==> src/rtl/uart_pkg.sv <==
// Shared definitions for the UART with FIFOs: register map, STATUS bit positions,
// FSM state encodings and the parity helper.
package uart_pkg;

  localparam logic [4:0] ADDR_CTRL   = 5'h00;
  localparam logic [4:0] ADDR_BAUD   = 5'h04;
  localparam logic [4:0] ADDR_STATUS = 5'h08;
  localparam logic [4:0] ADDR_IRQ_EN = 5'h0C;
  localparam logic [4:0] ADDR_TXDATA = 5'h10;
  localparam logic [4:0] ADDR_RXDATA = 5'h14;
  localparam logic [4:0] ADDR_LEVEL  = 5'h18;

  localparam int ST_TX_EMPTY   = 0;
  localparam int ST_TX_FULL    = 1;
  localparam int ST_RX_EMPTY   = 2;
  localparam int ST_RX_FULL    = 3;
  localparam int ST_TX_OVF     = 4;
  localparam int ST_RX_OVR     = 5;
  localparam int ST_FRAME_ERR  = 6;
  localparam int ST_PARITY_ERR = 7;

  localparam logic [1:0] PAR_EVEN = 2'b01;
  localparam logic [1:0] PAR_ODD  = 2'b10;

  typedef enum logic [2:0] {
    TX_IDLE, TX_START, TX_DATA, TX_PARITY, TX_STOP
  } tx_state_t;

  typedef enum logic [2:0] {
    RX_IDLE, RX_START, RX_DATA, RX_PARITY, RX_STOP
  } rx_state_t;

  // Even parity makes the total count of ones even, so the bit is the XOR of the data.
  function automatic logic parity_bit(input logic [7:0] data, input logic [1:0] mode);
    return (mode == PAR_ODD) ? ~^data : ^data;
  endfunction

endpackage

==> src/rtl/uart_fifo_if.sv <==
// Register bus between a host and the UART: one-cycle-later ready handshake.
interface uart_fifo_if;
  logic        select;
  logic [3:0]  wstrb;
  logic [4:0]  addr;
  logic [31:0] data_i;
  logic        ready;
  logic [31:0] data_o;

  modport master (output select, wstrb, addr, data_i, input ready, data_o);
  modport slave  (input select, wstrb, addr, data_i, output ready, data_o);
endinterface

==> src/rtl/sync_fifo.sv <==
// Single-clock FIFO with show-ahead read data; pushes when full and pops when
// empty are ignored, so callers only need to watch the flags.
module sync_fifo #(
  parameter int WIDTH = 8,
  parameter int DEPTH = 8
) (
  input  logic                     clk,
  input  logic                     reset_n,
  input  logic                     push,
  input  logic                     pop,
  input  logic [WIDTH-1:0]         wdata,
  output logic [WIDTH-1:0]         rdata,
  output logic [$clog2(DEPTH):0]   count,
  output logic                     empty,
  output logic                     full
);
  localparam int AW = $clog2(DEPTH);

  logic [WIDTH-1:0] mem [DEPTH];
  logic [AW-1:0]    wptr;
  logic [AW-1:0]    rptr;
  logic             do_push;
  logic             do_pop;

  assign empty   = (count == '0);
  assign full    = (count == (AW+1)'(DEPTH));
  assign do_push = push && !full;
  assign do_pop  = pop && !empty;
  assign rdata   = mem[rptr];

  always_ff @(posedge clk) begin
    if (do_push) mem[wptr] <= wdata;
  end

  always_ff @(posedge clk or negedge reset_n) begin
    if (!reset_n) begin
      wptr  <= '0;
      rptr  <= '0;
      count <= '0;
    end else begin
      if (do_push) wptr <= wptr + 1'b1;
      if (do_pop)  rptr <= rptr + 1'b1;
      case ({do_push, do_pop})
        2'b10:   count <= count + 1'b1;
        2'b01:   count <= count - 1'b1;
        default: count <= count;
      endcase
    end
  end

endmodule

==> src/rtl/uart_fifo.sv <==
// UART with TX/RX FIFOs behind a small register bus. Build with UART_PARITY_EN
// defined to add an optional even/odd parity bit to every frame.
module uart_fifo #(
  parameter int          TX_DEPTH   = 8,
  parameter int          RX_DEPTH   = 8,
  parameter logic [15:0] BAUD_RESET = 16'd434
) (
  input  logic       clk,
  input  logic       reset_n,
  uart_fifo_if.slave bus,
  input  logic       rx,
  output logic       tx,
  output logic       irq
);
  import uart_pkg::*;

  localparam int TXW = $clog2(TX_DEPTH) + 1;
  localparam int RXW = $clog2(RX_DEPTH) + 1;

  logic        loopback, en, stop2;
  logic [1:0]  parity;
  logic        parity_en;
  logic [15:0] baud, baud_new;
  logic [7:0]  irq_en;
  logic        tx_ovf, rx_ovr, frame_err, parity_err;
  logic [7:0]  status;
  logic [31:0] rd_mux;

  logic        accept, wr, rd, ctrl_wr, status_w1c, tx_push, rx_pop;
  logic [7:0]  tx_rdata;
  logic [8:0]  rx_rdata;
  logic [TXW-1:0] tx_count;
  logic [RXW-1:0] rx_count;
  logic        tx_empty, tx_full, rx_empty, rx_full;

  tx_state_t   tx_state;
  logic [15:0] tx_cnt;
  logic [2:0]  tx_bit;
  logic [7:0]  tx_shift;
  logic        tx_par, tx_second, tx_line, tx_load, tx_last_stop;

  rx_state_t   rx_state;
  logic [15:0] rx_cnt;
  logic [2:0]  rx_bit;
  logic [7:0]  rx_shift;
  logic        rx_meta, rx_s, rx_prev;
  logic        rx_push, rx_frame_set, rx_par_err;
  logic [8:0]  rx_push_data;
  logic        unused_bits;

  assign accept     = bus.select && !bus.ready;
  assign wr         = accept && (bus.wstrb != 4'b0000);
  assign rd         = accept && (bus.wstrb == 4'b0000);
  assign ctrl_wr    = wr && (bus.addr == ADDR_CTRL) && bus.wstrb[0];
  assign status_w1c = wr && (bus.addr == ADDR_STATUS) && bus.wstrb[0];
  assign tx_push    = wr && (bus.addr == ADDR_TXDATA) && bus.wstrb[0];
  assign rx_pop     = rd && (bus.addr == ADDR_RXDATA);
  assign unused_bits = ^{bus.data_i[31:16], bus.wstrb[3:2]};

  assign baud_new = {bus.wstrb[1] ? bus.data_i[15:8] : baud[15:8],
                     bus.wstrb[0] ? bus.data_i[7:0]  : baud[7:0]};

  sync_fifo #(.WIDTH(8), .DEPTH(TX_DEPTH)) u_tx_fifo (
    .clk(clk), .reset_n(reset_n), .push(tx_push), .pop(tx_load),
    .wdata(bus.data_i[7:0]), .rdata(tx_rdata), .count(tx_count),
    .empty(tx_empty), .full(tx_full)
  );

  // RX entries carry the frame error tag above the data byte.
  sync_fifo #(.WIDTH(9), .DEPTH(RX_DEPTH)) u_rx_fifo (
    .clk(clk), .reset_n(reset_n), .push(rx_push), .pop(rx_pop),
    .wdata(rx_push_data), .rdata(rx_rdata), .count(rx_count),
    .empty(rx_empty), .full(rx_full)
  );

  always_ff @(posedge clk or negedge reset_n) begin
    if (!reset_n) begin
      loopback <= 1'b0;
      en       <= 1'b0;
      stop2    <= 1'b0;
      baud     <= BAUD_RESET;
      irq_en   <= 8'h00;
    end else if (wr) begin
      if (ctrl_wr) {stop2, en, loopback} <= bus.data_i[2:0];
      if (bus.addr == ADDR_BAUD && bus.wstrb[1:0] != 2'b00)
        baud <= (baud_new < 16'd4) ? 16'd4 : baud_new;
      if (bus.addr == ADDR_IRQ_EN && bus.wstrb[0]) irq_en <= bus.data_i[7:0];
    end
  end

`ifdef UART_PARITY_EN
  always_ff @(posedge clk or negedge reset_n) begin
    if (!reset_n)     parity <= 2'b00;
    else if (ctrl_wr) parity <= bus.data_i[4:3];
  end
  assign parity_en = (parity == PAR_EVEN) || (parity == PAR_ODD);
`else
  assign parity    = 2'b00;
  assign parity_en = 1'b0;
`endif

  // Sticky error flags: a new event on the same edge wins over a clear.
  always_ff @(posedge clk or negedge reset_n) begin
    if (!reset_n) begin
      tx_ovf     <= 1'b0;
      rx_ovr     <= 1'b0;
      frame_err  <= 1'b0;
      parity_err <= 1'b0;
    end else begin
      tx_ovf     <= (tx_push && tx_full) || (tx_ovf && !(status_w1c && bus.data_i[ST_TX_OVF]));
      rx_ovr     <= (rx_push && rx_full) || (rx_ovr && !(status_w1c && bus.data_i[ST_RX_OVR]));
      frame_err  <= rx_frame_set || (frame_err && !(status_w1c && bus.data_i[ST_FRAME_ERR]));
      parity_err <= (parity_en && rx_par_err) ||
                    (parity_err && !(status_w1c && bus.data_i[ST_PARITY_ERR]));
    end
  end

  assign status = {parity_err, frame_err, rx_ovr, tx_ovf, rx_full, rx_empty, tx_full, tx_empty};
  assign irq    = |(status & irq_en);

  always_comb begin
    rd_mux = 32'h0;
    case (bus.addr)
      ADDR_CTRL:   rd_mux = {27'b0, parity, stop2, en, loopback};
      ADDR_BAUD:   rd_mux = {16'b0, baud};
      ADDR_STATUS: rd_mux = {24'b0, status};
      ADDR_IRQ_EN: rd_mux = {24'b0, irq_en};
      ADDR_RXDATA: if (!rx_empty) rd_mux = {22'b0, rx_rdata[8], 1'b1, rx_rdata[7:0]};
      ADDR_LEVEL:  rd_mux = {7'b0, 9'(rx_count), 7'b0, 9'(tx_count)};
      default:     rd_mux = 32'h0;
    endcase
  end

  always_ff @(posedge clk or negedge reset_n) begin
    if (!reset_n) begin
      bus.ready  <= 1'b0;
      bus.data_o <= 32'h0;
    end else begin
      bus.ready  <= accept;
      bus.data_o <= rd ? rd_mux : 32'h0;
    end
  end

  // A new byte is fetched either from idle or straight out of the final stop bit.
  assign tx_last_stop = (tx_state == TX_STOP) && (tx_cnt == 16'd0) && (!stop2 || tx_second);
  assign tx_load      = en && !tx_empty && ((tx_state == TX_IDLE) || tx_last_stop);
  assign tx           = loopback ? 1'b1 : tx_line;

  always_ff @(posedge clk or negedge reset_n) begin
    if (!reset_n) begin
      tx_state  <= TX_IDLE;
      tx_cnt    <= 16'd0;
      tx_bit    <= 3'd0;
      tx_shift  <= 8'h00;
      tx_par    <= 1'b0;
      tx_second <= 1'b0;
      tx_line   <= 1'b1;
    end else if (!en) begin
      tx_state <= TX_IDLE;
      tx_line  <= 1'b1;
      tx_cnt   <= 16'd0;
    end else if (tx_load) begin
      tx_state <= TX_START;
      tx_line  <= 1'b0;
      tx_shift <= tx_rdata;
      tx_par   <= parity_bit(tx_rdata, parity);
      tx_cnt   <= baud - 16'd1;
    end else if (tx_state == TX_IDLE) begin
      tx_line <= 1'b1;
    end else if (tx_cnt != 16'd0) begin
      tx_cnt <= tx_cnt - 16'd1;
    end else begin
      tx_cnt <= baud - 16'd1;
      case (tx_state)
        TX_START: begin
          tx_state <= TX_DATA;
          tx_bit   <= 3'd0;
          tx_line  <= tx_shift[0];
        end
        TX_DATA: begin
          if (tx_bit == 3'd7) begin
            tx_state  <= parity_en ? TX_PARITY : TX_STOP;
            tx_line   <= parity_en ? tx_par : 1'b1;
            tx_second <= 1'b0;
          end else begin
            tx_bit   <= tx_bit + 3'd1;
            tx_shift <= tx_shift >> 1;
            tx_line  <= tx_shift[1];
          end
        end
        TX_PARITY: begin
          tx_state  <= TX_STOP;
          tx_line   <= 1'b1;
          tx_second <= 1'b0;
        end
        TX_STOP: begin
          if (stop2 && !tx_second) tx_second <= 1'b1;
          else                     tx_state  <= TX_IDLE;
        end
        default: tx_state <= TX_IDLE;
      endcase
    end
  end

  always_ff @(posedge clk or negedge reset_n) begin
    if (!reset_n) begin
      rx_meta <= 1'b1;
      rx_s    <= 1'b1;
      rx_prev <= 1'b1;
    end else begin
      rx_meta <= loopback ? tx_line : rx;
      rx_s    <= rx_meta;
      rx_prev <= rx_s;
    end
  end

  // The start bit is re-checked half a bit in, which lines every later sample up mid-bit.
  always_ff @(posedge clk or negedge reset_n) begin
    if (!reset_n) begin
      rx_state     <= RX_IDLE;
      rx_cnt       <= 16'd0;
      rx_bit       <= 3'd0;
      rx_shift     <= 8'h00;
      rx_push      <= 1'b0;
      rx_push_data <= 9'h000;
      rx_frame_set <= 1'b0;
      rx_par_err   <= 1'b0;
    end else begin
      rx_push      <= 1'b0;
      rx_frame_set <= 1'b0;
      rx_par_err   <= 1'b0;
      if (!en) begin
        rx_state <= RX_IDLE;
      end else if (rx_state == RX_IDLE) begin
        if (rx_prev && !rx_s) begin
          rx_state <= RX_START;
          rx_cnt   <= {1'b0, baud[15:1]} - 16'd1;
        end
      end else if (rx_cnt != 16'd0) begin
        rx_cnt <= rx_cnt - 16'd1;
      end else begin
        rx_cnt <= baud - 16'd1;
        case (rx_state)
          RX_START: begin
            if (rx_s) rx_state <= RX_IDLE;
            else begin
              rx_state <= RX_DATA;
              rx_bit   <= 3'd0;
            end
          end
          RX_DATA: begin
            rx_shift <= {rx_s, rx_shift[7:1]};
            rx_bit   <= rx_bit + 3'd1;
            if (rx_bit == 3'd7) rx_state <= parity_en ? RX_PARITY : RX_STOP;
          end
          RX_PARITY: begin
            rx_par_err <= (rx_s != parity_bit(rx_shift, parity));
            rx_state   <= RX_STOP;
          end
          RX_STOP: begin
            rx_push      <= 1'b1;
            rx_push_data <= {!rx_s, rx_shift};
            rx_frame_set <= !rx_s;
            rx_state     <= RX_IDLE;
          end
          default: rx_state <= RX_IDLE;
        endcase
      end
    end
  end

endmodule
==> src/flat_wrapper.sv <==
// flat-port wrapper written by rule: the top's interface ports become plain ports
module uart_fifo_flat import uart_pkg::*;
#(
  parameter int          TX_DEPTH   = 8,
  parameter int          RX_DEPTH   = 8,
  parameter logic [15:0] BAUD_RESET = 16'd434
)
  (clk, reset_n, rx, tx, irq, bus_select, bus_wstrb, bus_addr, bus_data_i, bus_ready, bus_data_o);
  uart_fifo_if bus_i ();
  input  logic clk;
  input  logic reset_n;
  input  logic rx;
  output logic tx;
  output logic irq;
  input wire logic [$bits(bus_i.select)-1:0] bus_select;
  input wire logic [$bits(bus_i.wstrb)-1:0] bus_wstrb;
  input wire logic [$bits(bus_i.addr)-1:0] bus_addr;
  input wire logic [$bits(bus_i.data_i)-1:0] bus_data_i;
  output wire logic [$bits(bus_i.ready)-1:0] bus_ready;
  output wire logic [$bits(bus_i.data_o)-1:0] bus_data_o;
  assign bus_i.select = bus_select;
  assign bus_i.wstrb = bus_wstrb;
  assign bus_i.addr = bus_addr;
  assign bus_i.data_i = bus_data_i;
  assign bus_ready = bus_i.ready;
  assign bus_data_o = bus_i.data_o;
  uart_fifo #(.TX_DEPTH(TX_DEPTH), .RX_DEPTH(RX_DEPTH), .BAUD_RESET(BAUD_RESET)) u_core (.clk(clk), .reset_n(reset_n), .bus(bus_i), .rx(rx), .tx(tx), .irq(irq));
endmodule
==> config.mk <==
export PLATFORM = sky130hd
export DESIGN_NAME = uart_fifo_flat
export DESIGN_NICKNAME = d
export VERILOG_FILES = /design/src/rtl/uart_pkg.sv /design/src/rtl/uart_fifo_if.sv /design/src/rtl/sync_fifo.sv /design/src/rtl/uart_fifo.sv /design/src/flat_wrapper.sv
export SDC_FILE = /design/constraint.sdc
export NUM_CORES = 1
export LEC_CHECK = 0
export BUFFER_PORTS_ARGS = -buffer_cell sky130_fd_sc_hd__buf_2
export CORE_AREA = 2 2 216 218
export CTS_BUF_LIST = sky130_fd_sc_hd__clkbuf_8
export DETAILED_ROUTE_END_ITERATION = 16
export DIE_AREA = 0 0 218 220
export HOLD_SLACK_MARGIN = 0.12
export PLACE_DENSITY = 0.57
export SLEW_MARGIN = 20
export SYNTH_ARGS = -nofsm -noshare
export SYNTH_HDL_FRONTEND = slang
export SYNTH_SLANG_ARGS = --single-unit
==> constraint.sdc <==
create_clock -name clk -period 4.9 [get_ports clk]
set_clock_uncertainty 0.05 [all_clocks]
set_input_delay 0.98 -clock clk [delete_from_list [all_inputs] [get_ports clk]]
set_output_delay 0.98 -clock clk [all_outputs]
set_load 0.05 [all_outputs]
==> out/qor.yml, run 1 <==
critPathMaxFanout: 19
ys_warn_count: 0
antenna_found_initial: 1
yosysSeqAreaShare: 0.5775
synth_edf_count: 136
setup_violations: 0
clockRootBuffer: "clkbuf_8"
start_util: 0.2944
overflow: 0
synthTopCellsByArea: "edfxtp_1 30%, dfrtp_1 26%, mux4_2 6.2%"
r2r-end: "u_core.u_tx_fifo.count[2]$_DFFE_PN0P_"
first_iter_violations: 651
path_class: "reg -> reg"
drtAntennaViolNets: 0
worstPathArrival_ns: 4.29
synth.avg_cell_area_um2: 12.57
die_x_um: 218
place.gp.congestion: 0.8738
period_share: 0.7955
worstSetupStartpointType: "register"
cts_buffers: 45
die_h_um: 220
r2r_cells: 14
first_pass_iters: 5
htree_levels: 2
cts_hold_buf: 0
rsz0062_at_grt: "false"
clk_transition_reported_paths_ns: 0.07
cts_resized: 0
fin_tns_setup_ns: 0
worst_hold_path_type: "reg -> reg"
viasPerCell: 4.983
netlist_area_mm2: 0.01350
hold_path_depth: 0
wirelength_um: 32490
dp_hpwl_um: 22300
rows: 79
drv_slew: 0
clock-sinks: 284
clk_path_buf_depth: 3
grt.total_usage: 0.1378
wl_per_cell_um: 18.26
num_vias: 8865
core_mm2: 0.04586
insertion_delay_ns: 0.60
cp.required_ns: 5.29
post-synth-top-count-cell: "dfrtp_1"
outcome: "complete, no violations"
cp-endpoint: "u_core.u_tx_fifo.count[2]$_DFFE_PN0P_"
startpoint: "u_core.tx_cnt[0]$_DFFE_PN0N_"
ir_drop_mv: 0.1938
relSlewSlack: 0.2938
drive_above_1_share: 0.2159
synth_flop_cell: "dfrtp_1"
leakage_nw: 5.883
tightest_slew_ns: 1.055
crit_path_end_kind: "register"
cts_tree: "built"
synth.top_cells.by_count: "139 x dfrtp_1, 136 x edfxtp_1, 96 x nand2_1"
max_freq_mhz: 256.5
r2r_slack_ns: 1.00
maxCapViolCount: 0
reg2reg_from: "u_core.tx_cnt[0]$_DFFE_PN0N_"
port_buffers: 51
grt_max_degree: 88
num-nets-final: 1203
io_pins: 80
design.die.area_mm2: 0.04796
route.detailed.drc: 0
syn_inst: 1074
grt_pass1_wl_um: 51300
async_reset_ff_frac: 0.5211
synth.distinct_cells: 83
whs_ns: 0.3060
cts_setup_buffers: 0
area_growth_pct: 12.93
ys_seq_elements: 284
hold_viol_final: 0
yosysTopAreaCell: "edfxtp_1"
antenna_cells: 0
powerDensity_mw_per_mm2: 431.7
period_minus_slack_ns: 3.898
yosysTopAreaCellShare: 0.3024
grt_pass1_vias: 8926
==> cells in the final DEF (no fill, tap or decap), types with 14 or more instances in the layout <==
cell | Yosys | routed
mux2i_1 | 27 | 27
xor2_1 | 21 | 21
mux2_2 | 51 | 51
nor2_1 | 85 | 85
nor4_1 | 19 | 18
dfrtp_1 | 139 | 139
ha_1 | 20 | 20
inv_1 | 18 | 35
nor3_1 | 36 | 32
clkbuf_8 | 0 | 51
buf_4 | 13 | 15
or3_1 | 14 | 14
mux4_2 | 37 | 37
o21ai_0 | 52 | 52
a21oi_1 | 42 | 42
nand2_1 | 96 | 96
buf_2 | 7 | 50
edfxtp_1 | 136 | 136
xnor2_1 | 26 | 26
==> worst min path at each step <==
stage / startpoint / endpoint / slack, ns
after floorplan: u_core.rx_meta$_DFF_PN1_ / u_core.rx_s$_DFF_PN1_ / 0.30
after CTS: u_core.rx_meta$_DFF_PN1_ / u_core.rx_s$_DFF_PN1_ / 0.31
after global routing: u_core.rx_meta$_DFF_PN1_ / u_core.rx_s$_DFF_PN1_ / 0.31
final: u_core.rx_meta$_DFF_PN1_ / u_core.rx_s$_DFF_PN1_ / 0.31
after detailed placement: u_core.rx_meta$_DFF_PN1_ / u_core.rx_s$_DFF_PN1_ / 0.30
after global placement: u_core.rx_meta$_DFF_PN1_ / u_core.rx_s$_DFF_PN1_ / 0.30
==> cells by family (layout without fill, tap and decap cells) <==
logic type	Yosys count	count (layout)	synth area share
AOI/OAI and AO/OA	186	186	0.09126
xor gates and xnor gates	47	47	0.03048
adders and majority gates	21	21	0.02001
buffers and inverters	79	166	0.02733
DFF	284	284	0.5775
muxes	116	116	0.1254
other	1	12	0.0002777
and+or+nand+nor	340	340	0.1278
==> per-stage QoR <==
step / worst slack, ns / util / area (um2) / cells / total power, mW
after global placement: 1.081 / 0.3141 / 14400 / 1697 / 4.670
after CTS: 0.9853 / 0.3325 / 15250 / 1779 / 6.649
after detailed placement: 1.037 / 0.3141 / 14400 / 1697 / 4.696
after floorplan: 1.429 / - / 13550 / 1085 / 4.215
after global routing: 0.6883 / 0.3325 / 15250 / 1779 / 6.990
final: 1.002 / 0.3325 / 15250 / 1779 / 6.584
==> critical path, cell delays in order (launching register included) <==
cell,delay [ns]
dfrtp_1,0.39
inv_1,0.10
ha_1,0.21
nor4b_2,0.46
and4_1,0.46
a31oi_4,0.28
nand2b_2,0.34
inv_1,0.28
ha_1,0.36
xor2_1,0.11
ha_1,0.19
a21oi_1,0.15
xor2_1,0.16
nor2_1,0.06
xor2_1,0.14
==> layer usage <==
layer  up-vias  wire (um)  global-route usage
met1      4449      15090              0.1935
met5         -          9                   0
met4         2        515             0.03764
met2       226      15020              0.2166
met3        40       1856             0.02733
li1       4148          -                   -
==> report_power, final <==
part / switching, mW / internal [mW]
logic: 1.04 / 0.701
clock network: 0.954 / 0.962
registers: 0.266 / 2.66
==> area by class of cell <==
| class | instances | area, um2 |
|---|---|---|
| Timing Repair Buffer | 66 | 374.1 |
| Inverter | 18 | 67.56 |
| Clock buffer | 51 | 701.9 |
| Fill cell | 4597 | 30610 |
| Clock inverter | 31 | 145.1 |
| Sequential cell | 284 | 7799 |
| Multi-Input combinational cell | 722 | 5404 |
| Tap cell | 607 | 759.5 |
==> flip-flops by register name, summed over array words and instances, names as in the netlist, 4 cells and up <==
name                    cells
u_core.u_rx_fifo.mem       72
u_core.u_tx_fifo.mem       64
u_core.bus.data_o          20
u_core.baud                16
u_core.rx_cnt              16
u_core.tx_cnt              16
u_core.rx_push_data         9
u_core.irq_en               8
u_core.rx_shift             8
u_core.tx_shift             8
u_core.u_rx_fifo.count      4
u_core.u_tx_fifo.count      4
Note: power is estimated with default switching activity, not from simulation.
==> inputs of run 2 (changes only) <==
==> constraint.sdc (replaced) <==
create_clock -name clk -period 4.08 [get_ports clk]
set_clock_uncertainty 0.05 [all_clocks]
set_input_delay 0.816 -clock clk [delete_from_list [all_inputs] [get_ports clk]]
set_output_delay 0.816 -clock clk [all_outputs]
set_load 0.05 [all_outputs]
==> out/qor.yml, run 2 (synthesis results as in run 1) <==
outcome: "complete, no violations"
maxCapViolCount: 0
route.detailed.drc: 0
wirelength_um: 33280
relSlewSlack: 0.2963
dp_hpwl_um: 22870
viasPerCell: 5.026
first_pass_iters: 5
overflow: 0
tightest_slew_ns: 1.052
clk_transition_reported_paths_ns: 0.06
cts_resized: 0
drive_above_1_share: 0.2323
core_mm2: 0.04586
setup_violations: 0
period_minus_slack_ns: 3.489
design.die.area_mm2: 0.04796
drv_slew: 0
fillCellCount: 4581
final_util: 0.3376
largest-register: "u_core.u_rx_fifo.mem"
clk_path_buf_depth: 3
cts_tree: "built"
insertion_delay_ns: 0.60
fin_tns_setup_ns: 0
rsz0062_at_grt: "false"
die_x_um: 218
hold_viol_final: 0
clock-sinks: 284
multi_input_area_mm2: 0.005404
top_regs: "u_core.u_rx_fifo.mem: 72 flops, u_core.u_tx_fifo.mem: 64 flops, u_core.bus.data_o: 20 flops"
max_freq_mhz: 286.6
cp.required_ns: 4.48
grt.total_usage: 0.1414
place.gp.congestion: 0.8972
crit_path_end_kind: "register"
powerDensity_mw_per_mm2: 531.7
worstSetupStartpointType: "register"
grt_max_degree: 85
antenna_found_initial: 1
dpl_cell_area_mm2: 0.01451
first_iter_violations: 686
num-nets-final: 1216
cts_buffers: 46
leakage_nw: 5.997
grt_pass1_wl_um: 52470
largest_reg_flops: 72
path_class: "reg -> reg"
finalInstanceArea_mm2: 0.01548
num_vias: 9021
seq_area_mm2: 0.007799
cts_hold_buf: 0
area_growth_pct: 14.67
wl_per_cell_um: 18.54
worst_hold_path_type: "in -> async"
r2r_cells: 14
antenna_cells: 0
die_h_um: 220
start_util: 0.2944
cts_setup_buffers: 0
ir_drop_mv: 0.2459
whs_ns: 0.2327
final_common_cell: "dfrtp_1"
htree_levels: 2
rows: 79
period_share: 0.8552
io_pins: 80
clockRootBuffer: "clkbuf_8"
drtAntennaViolNets: 0
port_buffers: 51
total_power_mw: 8.233
final_cell_mix: "139 x dfrtp_1, 136 x edfxtp_1, 96 x nand2_1"
grt_pass1_vias: 9135
critPathMaxFanout: 6
worstPathArrival_ns: 3.89
-- run 2: cell count changes in the layout (fill, tap and decap cells not counted), sizes merged --
| cell | previous run | this run |
|---|---|---|
| buf | 66 | 78 |
| bufinv | 0 | 2 |
| inv | 38 | 31 |
| clkbuf | 51 | 57 |
| clkinv | 11 | 14 |
-- run 2: cell type report --
type | count | share of cell area
Clock inverter | 29 | 0.01252
Clock buffer | 57 | 0.05066
Timing Repair Buffer | 78 | 0.03079
Inverter | 18 | 0.004363
Multi-Input combinational cell | 722 | 0.3490
Sequential cell | 284 | 0.5036
Tap cell | 607 | 0.04905
-- run 2: final timing paths --
kind | slack, ns | endpoint | startpoint
max | 0.59 | u_core.u_tx_fifo.count[2]$_DFFE_PN0P_ | u_core.tx_cnt[0]$_DFFE_PN0N_
min | 0.23 | u_core.bus.data_o[12]$_DFF_PN0_ | reset_n
max reg2reg | 0.59 | u_core.u_tx_fifo.count[2]$_DFFE_PN0P_ | u_core.tx_cnt[0]$_DFFE_PN0N_
min reg2reg | 0.31 | u_core.rx_s$_DFF_PN1_ | u_core.rx_meta$_DFF_PN1_
max in group asynchronous | 2.85 | u_core.tx_shift[2]$_DFFE_PN0P_ | reset_n
min in group clk | 0.31 | u_core.rx_s$_DFF_PN1_ | u_core.rx_meta$_DFF_PN1_
-- run 2: where the power goes --
part / total, mW / switching, mW / internal, mW
clock: 2.60 / 1.19 / 1.40
combinational: 2.08 / 1.21 / 0.867
sequential: 3.56 / 0.367 / 3.19
total: 8.23 / 2.77 / 5.46
-- run 2: metal layers --
metal	vias to the layer above	global-route usage	share of wire
li1	4176	-	-
met1	4537	0.1972	0.47
met2	250	0.2237	0.46
met3	58	0.02512	0.054
met4	0	0.04376	0.023
met5	-	0	0
-- run 2: through the flow --
stage	setup WS [ns]	instances
floorplan	0.7679	1085
global placement	0.5424	1709
detailed placement	0.5252	1709
CTS	0.6235	1795
global route	0.3522	1795
finish	0.5910	1795
-- run 2: worst max-delay path, cell delays in order, from the launching register on --
cell and delay, ns:
dfrtp_1 0.39, inv_1 0.10, ha_1 0.22, nor4b_2 0.49
and4_1 0.47, a31oi_4 0.12, nand2b_2 0.27, inv_1 0.11
ha_1 0.30, xor2_1 0.11, ha_1 0.19, a21oi_1 0.14
xor2_1 0.16, nor2_1 0.07, xor2_1 0.14
==> inputs of run 3 (changes only) <==
--- a/config.mk
+++ b/config.mk
@@ -6,12 +6,11 @@
 export NUM_CORES = 1
 export LEC_CHECK = 0
 export BUFFER_PORTS_ARGS = -buffer_cell sky130_fd_sc_hd__buf_2
-export CORE_AREA = 2 2 216 218
+export CORE_AREA = 2 2 227 207
 export CTS_BUF_LIST = sky130_fd_sc_hd__clkbuf_8
 export DETAILED_ROUTE_END_ITERATION = 16
-export DIE_AREA = 0 0 218 220
+export DIE_AREA = 0 0 229 209
 export HOLD_SLACK_MARGIN = 0.12
-export PLACE_DENSITY = 0.57
 export SLEW_MARGIN = 20
 export SYNTH_ARGS = -nofsm -noshare
 export SYNTH_HDL_FRONTEND = slang
==> out/qor.yml, run 3 (synthesis results as in run 1) <==
outcome: "complete, no violations"
cts_tree: "built"
fin_tns_setup_ns: 0
antenna_found_initial: 0
antenna_cells: 0
largest-register: "u_core.u_rx_fifo.mem"
overflow: 0
htree_levels: 2
cts_hold_buf: 0
place.gp.congestion: 0.8689
total_power_mw: 8.088
setup_violations: 0
core_mm2: 0.04579
multi_input_area_mm2: 0.005411
dp_hpwl_um: 22640
tightest_slew_ns: 1.088
drv_slew: 0
r2r-end: "u_core.u_tx_fifo.count[2]$_DFFE_PN0P_"
largest_reg_flops: 72
worst_slack_ns: 0.5041
max_freq_mhz: 279.6
port_buffers: 51
viasPerCell: 4.963
first_iter_violations: 525
grt_pass1_vias: 9035
area_growth_pct: 14.25
clk_path_buf_depth: 3
r2r_cells: 12
first_pass_iters: 6
drtAntennaViolNets: 0
cp.required_ns: 4.49
cp-endpoint: "u_core.u_tx_fifo.count[2]$_DFFE_PN0P_"
cts_resized: 0
leakage_nw: 5.954
hold_viol_final: 0
reg2reg_from: "u_core.u_tx_fifo.count[1]$_DFFE_PN0P_"
num-nets-final: 1214
maxCapViolCount: 0
start_util: 0.2949
period_share: 0.8765
worst_hold_path_type: "in -> async"
drive_above_1_share: 0.2278
die_x_um: 229
final_cell_mix: "138 x dfrtp_1, 136 x edfxtp_1, 96 x nand2_1"
die_h_um: 209
clock-sinks: 284
powerDensity_mw_per_mm2: 524.2
cts_setup_buffers: 0
rsz0062_at_grt: "false"
top_regs: "u_core.u_rx_fifo.mem: 72 flops, u_core.u_tx_fifo.mem: 64 flops, u_core.bus.data_o: 20 flops"
startpoint: "u_core.u_tx_fifo.count[1]$_DFFE_PN0P_"
critPathMaxFanout: 19
relSlewSlack: 0.2707
seq_area_mm2: 0.007800
ir_drop_mv: 0.2614
clk_transition_reported_paths_ns: 0.07
num_vias: 8939
wirelength_um: 32820
worstPathArrival_ns: 3.99
final_common_cell: "dfrtp_1"
final_util: 0.3369
wl_per_cell_um: 18.22
rows: 75
design.die.area_mm2: 0.04786
cts_buffers: 45
grt.total_usage: 0.1392
period_minus_slack_ns: 3.576
grt_pass1_wl_um: 52210
r2r_slack_ns: 0.50
fillCellCount: 4589
route.detailed.drc: 0
io_pins: 80
grt_max_degree: 86
worstSetupStartpointType: "register"
insertion_delay_ns: 0.58
clockRootBuffer: "clkbuf_8"
path_class: "reg -> reg"
crit_path_end_kind: "register"
dp_slack_ns: 0.2972
## run 3: cell count changes in the layout (fill, tap and decap cells not counted), moves of 2 or more
| cell | delta |
|---|---|
| inv_8 | +3 |
| nor2_1 | -3 |
| clkinv_1 | +5 |
| inv_1 | +2 |
| clkbuf_8 | -6 |
| inv_6 | -2 |
| clkinv_2 | -4 |
| nor2_2 | +3 |
## run 3: how the worst min path moves through the flow
stage	from	end	slack, ns	cells past startpoint
floorplan	u_core.rx_meta$_DFF_PN1_	u_core.rx_s$_DFF_PN1_	0.30	0
global route	reset_n	u_core.bus.data_o[14]$_DFF_PN0_	0.31	1
detailed placement	u_core.rx_meta$_DFF_PN1_	u_core.rx_s$_DFF_PN1_	0.30	0
global placement	u_core.rx_meta$_DFF_PN1_	u_core.rx_s$_DFF_PN1_	0.30	0
finish	reset_n	u_core.bus.data_o[15]$_DFF_PN0_	0.27	1
CTS	reset_n	u_core.bus.data_o[15]$_DFF_PN0_	0.26	1
## run 3: area by class of cell
| class | instances | area share |
|---|---|---|
| well taps | 616 | 0.04996 |
| clock buffers | 51 | 0.04550 |
| clock inverters | 33 | 0.01346 |
| inverters | 18 | 0.004379 |
| flip-flops and latches | 284 | 0.5056 |
| repair buffers | 77 | 0.03041 |
| multi-input cells | 722 | 0.3507 |
## run 3: critical path: stages (launching register included)
cell and delay, ns:
dfrtp_1 0.46, or4_1 0.66, and3_1 0.26, a31oi_4 0.48
nand2b_2 0.31, inv_1 0.08, ha_1 0.27, xor2_1 0.17
ha_1 0.19, a21oi_1 0.14, xor2_1 0.18, nor2_1 0.07
xor2_1 0.14
## run 3: stage by stage
step | hold slack [ns] | instances | area (um2)
final | 0.2673 | 1801 | 15430
after global routing | 0.3063 | 1801 | 15430
after detailed placement | 0.3010 | 1717 | 14510
after global placement | 0.2988 | 1717 | 14510
after CTS | 0.2635 | 1801 | 15420
after floorplan | 0.2952 | 1085 | 13550
## run 3: routing by layer
metal	routed length [um]	vias up	GRT usage
li1	-	4172	-
met2	14770	259	0.2141
met1	15500	4457	0.1975
met3	1840	51	0.02961
met4	711	0	0.04142
met5	0	-	0
## run 3: power breakdown
part / leakage [nW] / total, mW / switching (mW) / internal (mW)
clock: 0.514 / 2.45 / 1.16 / 1.29
combinational: 2.33 / 2.09 / 1.21 / 0.870
sequential: 3.11 / 3.55 / 0.362 / 3.19
total: 5.95 / 8.09 / 2.74 / 5.35
